### config.mk
export PLATFORM = sky130hd
export DESIGN_NAME = mem_port_arbiter
export DESIGN_NICKNAME = d
export VERILOG_FILES = /design/src/rtl/mem_arb_pkg.sv /design/src/rtl/arb_starve_counter.sv /design/src/rtl/mem_port_arbiter.sv
export SDC_FILE = /design/constraint.sdc
export NUM_CORES = 1
export LEC_CHECK = 0
export CORE_AREA = 5 5 104 106
export CTS_CLUSTER_SIZE = 20
export DETAILED_ROUTE_END_ITERATION = 10
export DIE_AREA = 0 0 109 111
export PLACE_DENSITY = 0.78
export SLEW_MARGIN = 20
export SYNTH_ARGS = -nofsm -noshare
export SYNTH_HDL_FRONTEND = slang
export SYNTH_SLANG_ARGS = --single-unit
### constraint.sdc
create_clock -name clk -period 1.5 [get_ports clk]
set_input_delay 0.45 -clock clk [delete_from_list [all_inputs] [get_ports clk]]
set_output_delay 0.45 -clock clk [all_outputs]
set_load 0.01 [all_outputs]
### src/rtl/mem_arb_pkg.sv
// Shared types and constants for the IF/D single-port SRAM arbiter.
package mem_arb_pkg;

   localparam int DEF_ADDR_W     = 32;
   localparam int DEF_DATA_W     = 32;
   localparam int DEF_MAX_STARVE = 4;
   localparam int STRB_W         = DEF_DATA_W / 8;

   // Clears the two byte-offset bits so the SRAM always sees a word address.
   localparam logic [63:0] WORD_ALIGN_MASK = ~64'h3;

   // Which requester owns the single access currently in flight.
   typedef enum logic [1:0] {
      OWNER_NONE = 2'b00,
      OWNER_IF   = 2'b01,
      OWNER_D    = 2'b10
   } owner_e;

endpackage

### src/rtl/arb_starve_counter.sv
// Counts consecutive data grants taken while fetch is waiting; once it
// saturates at MAX_STARVE, force_if hands the next grant to fetch.
module arb_starve_counter #(
   parameter int MAX_STARVE = 4
) (
   input  logic clk,
   input  logic rst_n,
   input  logic inc,
   input  logic clr,
   output logic force_if
);

   localparam int CNT_W = $clog2(MAX_STARVE + 1);

   logic [CNT_W-1:0] cnt_q;
   logic [CNT_W-1:0] cnt_d;

   // Next count: clear wins, otherwise saturating increment.
   always_comb begin
      // NOTE: default assignment first so no path leaves cnt_d unassigned (no latch).
      cnt_d = cnt_q;
      if (clr) begin
         cnt_d = '0;
      end else if (inc && (cnt_q != CNT_W'(MAX_STARVE))) begin
         cnt_d = cnt_q + CNT_W'(1);
      end
   end

   // Counter register.
   always_ff @(posedge clk or negedge rst_n) begin
      // NOTE: state is updated with non-blocking assignments so every flop samples pre-edge values.
      if (!rst_n) begin
         cnt_q <= '0;
      end else begin
         cnt_q <= cnt_d;
      end
   end

   assign force_if = (cnt_q == CNT_W'(MAX_STARVE));

endmodule

### src/rtl/mem_port_arbiter.sv
// Shares one single-port SRAM between instruction fetch (IF) and the memory
// stage (D). Data wins by default, with a starvation guard for fetch. Only
// one access is ever in flight; its 1-cycle response is steered back to the
// recorded owner, and a flush can squash an in-flight fetch response.
module mem_port_arbiter
   import mem_arb_pkg::*;
#(
   parameter int ADDR_W     = DEF_ADDR_W,
   parameter int DATA_W     = DEF_DATA_W,
   parameter int MAX_STARVE = DEF_MAX_STARVE
) (
   input  logic                clk,
   input  logic                rst_n,
   input  logic                if_req_valid,
   input  logic [ADDR_W-1:0]   if_req_addr,
   output logic                if_req_ready,
   input  logic                if_flush,
   output logic                if_rsp_valid,
   output logic [DATA_W-1:0]   if_rsp_data,
   input  logic                d_req_valid,
   input  logic                d_req_we,
   input  logic [ADDR_W-1:0]   d_req_addr,
   input  logic [DATA_W-1:0]   d_req_wdata,
   input  logic [DATA_W/8-1:0] d_req_strb,
   output logic                d_req_ready,
   output logic                d_rsp_valid,
   output logic [DATA_W-1:0]   d_rsp_data,
   output logic                sram_en,
   output logic [DATA_W/8-1:0] sram_we,
   output logic [ADDR_W-1:0]   sram_addr,
   output logic [DATA_W-1:0]   sram_wdata,
   input  logic [DATA_W-1:0]   sram_rdata,
   output logic                busy
);

   localparam logic [ADDR_W-1:0] ALIGN_MASK = WORD_ALIGN_MASK[ADDR_W-1:0];

   logic   grant_d;
   logic   grant_if;
   logic   force_if;
   owner_e rsp_owner_q;
   owner_e rsp_owner_d;
   logic   rsp_is_store_q;
   logic   rsp_is_store_d;
   logic   flush_pending_q;
   logic   flush_pending_d;

   // Data first, unless fetch has waited through MAX_STARVE data grants.
   assign grant_d  = d_req_valid && !(if_req_valid && force_if);
   assign grant_if = if_req_valid && !grant_d;

   arb_starve_counter #(
      .MAX_STARVE (MAX_STARVE)
   ) u_starve (
      .clk      (clk),
      .rst_n    (rst_n),
      .inc      (grant_d && if_req_valid),
      .clr      (grant_if || !if_req_valid),
      .force_if (force_if)
   );

   // State register: owner of the in-flight access and the flush marker.
   always_ff @(posedge clk or negedge rst_n) begin
      if (!rst_n) begin
         rsp_owner_q     <= OWNER_NONE;
         rsp_is_store_q  <= 1'b0;
         flush_pending_q <= 1'b0;
      end else begin
         rsp_owner_q     <= rsp_owner_d;
         rsp_is_store_q  <= rsp_is_store_d;
         flush_pending_q <= flush_pending_d;
      end
   end

   // Next state: record this cycle's grant; a flush marks any fetch issued so far.
   always_comb begin
      rsp_owner_d     = OWNER_NONE;
      rsp_is_store_d  = 1'b0;
      flush_pending_d = if_flush && (grant_if || (rsp_owner_q == OWNER_IF));
      if (grant_d) begin
         rsp_owner_d    = OWNER_D;
         rsp_is_store_d = d_req_we;
      end else if (grant_if) begin
         rsp_owner_d = OWNER_IF;
      end
   end

   // Request side: handshakes and SRAM drive for the winning requester.
   always_comb begin
      if_req_ready = grant_if;
      d_req_ready  = grant_d;
      sram_en      = grant_d || grant_if;
      sram_we      = '0;
      sram_addr    = '0;
      sram_wdata   = '0;
      if (grant_d) begin
         sram_addr  = d_req_addr & ALIGN_MASK;
         sram_we    = d_req_we ? d_req_strb : '0;
         sram_wdata = d_req_wdata;
      end else if (grant_if) begin
         sram_addr = if_req_addr & ALIGN_MASK;
      end
   end

   // Response side: steer SRAM read data to the owner recorded last cycle.
   always_comb begin
      if_rsp_valid = 1'b0;
      if_rsp_data  = '0;
      d_rsp_valid  = 1'b0;
      d_rsp_data   = '0;
      busy         = (rsp_owner_q != OWNER_NONE);
      case (rsp_owner_q)
         OWNER_IF: begin
            if_rsp_valid = !flush_pending_q;
            if_rsp_data  = sram_rdata;
         end
         OWNER_D: begin
            d_rsp_valid = 1'b1;
            d_rsp_data  = rsp_is_store_q ? '0 : sram_rdata;
         end
         default: ;
      endcase
   end

endmodule

==> results.sh <==
export IMPL_status="finished, violations left"
export IMPL_violations="negative setup slack"
export IMPL_synth_area_um2=1590
export IMPL_drive_above_1_share_pct=55.4
export IMPL_cap_violations=0
export IMPL_finalSetupViolCount=136
export IMPL_die_y_um=111
export IMPL_hold_viol_final=0
export IMPL_cts_tree="yes"
export IMPL_clk_latency_ps=230
export IMPL_critPathMaxFanout=7
export IMPL_drtIter0Drc=69
export IMPL_rows=36
export IMPL_grt_pass1_wl_mm=16.8
export IMPL_hold_class="in2async"
export IMPL_initial_core_util_pct=16.5
export IMPL_irDropWorstVdd_mv=0.218
export IMPL_synth_seq_cells=7
export IMPL_p_total_mw=1.86
export IMPL_first_global_vias=3117
export IMPL_clock_skew_ps=6.09
export IMPL_dieArea_um2=12100
export IMPL_synth_flop_cell="dfrtp_1"
export IMPL_vias=2965
export IMPL_fin_nets=699
export IMPL_ys_seq_area_share_pct=11.0
export IMPL_grt_max_degree=20
export IMPL_post_route_period_util_pct=135
export IMPL_gp_congestion=0.755
export IMPL_crit_type="reg2out"
export IMPL_drt_drc_violations_left=0
export IMPL_dp_hpwl_mm=8.72
export IMPL_grt_setup_unrepaired="yes"
export IMPL_cts_root_buf="clkbuf_8"
export IMPL_numCtsBuffers=3
export IMPL_dp_slack_ps=-1100
export IMPL_htree_levels=1
export IMPL_yosys_area_top_type="and2_1"
export IMPL_clock_sinks=7
export IMPL_startpoint_type="register"
export IMPL_p_per_area_nw_per_um2=339
export IMPL_antenna_found_initial=1
export IMPL_core_area_um2=9680
export IMPL_routedWlPerCell_um=17.5
export IMPL_synthTopCellsByCount="and2_1 (65), nand2_1 (61), and3_1 (34)"
export IMPL_synth_top_area_share_pct=25.5
export IMPL_p_leak_nw=2.59
export IMPL_post_drt_via_cell_ratio=4.28
export IMPL_setup_ws_ps=-523
export IMPL_slew_viol_final=0
export IMPL_area_growth_synth_to_final_pct=244
export IMPL_wl_mm=12.1
export IMPL_pin_count=276
export IMPL_die_w_um=109
export IMPL_layout_min_cycle_time_ps=2020
export IMPL_postRouteAntennaNets=0
export IMPL_synth_most_common_cell="and2_1"
export IMPL_dr_pass1_iters=4
export IMPL_ys_top_cells_by_area="and2_1 (26%), nand2_1 (14%), and3_1 (13%)"
export IMPL_holdBufCountCts=0
export IMPL_yosys_warnings=0
export IMPL_synthDistinctLibCells=24
export IMPL_cp_arrival_ps=1570
export IMPL_worst_ep_required_time_ps=1050
export IMPL_netlist_instances=253
export IMPL_grt_usage_pct=17.5
export IMPL_end_kind="primary output"
export IMPL_clk_pin_slew_ps=40
export IMPL_fin_util_pct=56.6
export IMPL_async_reset_ff_share_pct=100
export IMPL_max_freq_mhz=494
export IMPL_synth_edff_count=0
export IMPL_port_buffers=269
export IMPL_grt_remaining_overflow=0
export IMPL_avgSynthCellArea_um2=6.30
export IMPL_clockBufferDepth=2
[where the power goes]
part / total, mW / switching (mW) / internal, mW
logic: 1.39 / 0.501 / 0.886
registers: 0.205 / 0.00726 / 0.198
clock network: 0.264 / 0.0802 / 0.184
[placed cells by master, fill, tap and decap left out, types with 4 or more instances in the layout]
cell / Yosys / routed
nand2_1: 61 / 61
buf_8: 0 / 4
clkdlybuf4s50_1: 0 / 131
o22ai_2: 0 / 24
o22ai_4: 0 / 6
buf_16: 0 / 4
buf_12: 0 / 15
dfrtp_1: 7 / 7
and2_4: 0 / 35
buf_4: 6 / 21
and4_1: 4 / 4
and3_4: 0 / 27
and2_1: 65 / 30
buf_6: 7 / 81
buf_2: 1 / 69
and3_1: 34 / 7
[metrics by stage]
| stage | setup TNS, ps | area, um^2 | hold WS, ps | std cells |
|---|---|---|---|---|
| final | -54710 | 5480 | 512 | 692 |
| after global routing | -62700 | 5480 | 556 | 692 |
| after CTS | -57900 | 5010 | 523 | 684 |
| after detailed placement | -105070 | 4830 | 530 | 646 |
| after global placement | -102980 | 4830 | 516 | 646 |
| after floorplan | -3610 | 1930 | 154 | 254 |
[cell type report]
type	instances	area, um^2
fill	877	4210
timing repair buffer	331	3330
multi-input combinational	214	1750
sequential	7	175
tap	133	166
clock buffer	4	45.0
inverter	2	7.51
antenna	1	2.50
[path summary, 6_finish.rpt]
kind                              startpoint           endpoint  slack, ps  cells past startpoint
setup / recovery           u_starve.cnt_q[1]      sram_addr[14]       -520                      7
hold / removal                         rst_n  u_starve.cnt_q[2]        510                      1
setup reg to reg           u_starve.cnt_q[1]  u_starve.cnt_q[1]         40                      7
hold reg to reg            u_starve.cnt_q[0]  u_starve.cnt_q[0]        560                      2
max in group asynchronous              rst_n     rsp_owner_q[0]        710                      1
min in group clk           u_starve.cnt_q[0]  u_starve.cnt_q[0]        560                      2
[worst max-delay path, stage by stage (launching register included)]
cell,delay [ps]
dfrtp_1,390
inv_2,80
ha_4,160
and3_4,260
buf_12,140
buf_12,120
o22ai_2,60
buf_2,140
[cells by family (layout without fill, tap and decap cells)]
group	Yosys count	in the layout	share of synthesized area, %
adder cells (fa/ha/maj)	2	2	1.57
AND/OR/NAND/NOR	177	177	60.8
flip-flops	7	7	11.0
other	1	3	0.235
buffers and inverters	33	337	13.0
AO/OA/AOI/OAI	32	32	12.8
XOR/XNOR	1	1	0.550
[metal layers]
| metal | track usage [%] | wire [um] |
|---|---|---|
| met1 | 17.0 | 4120 |
| met2 | 34.8 | 6720 |
| met3 | 4.89 | 994 |
| met4 | 4.97 | 288 |
| met5 | 0 | 0 |
[timing repair]
action / in CTS / in global routing
hold endpoints to repair: 0 / 0
gates cloned: 11 / 1
pin swaps: 16 / 38
resized for setup: 576 / 139
buffers inserted: 23 / 13
endpoints found under the setup margin: 138 / 139
[registers in the layout, summed over array words and instances (netlist names)]
register,flops
rsp_owner_q,2
u_starve.cnt_q,3
flush_pending_q,1
rsp_is_store_q,1
Power figures use the tool's default switching activity.
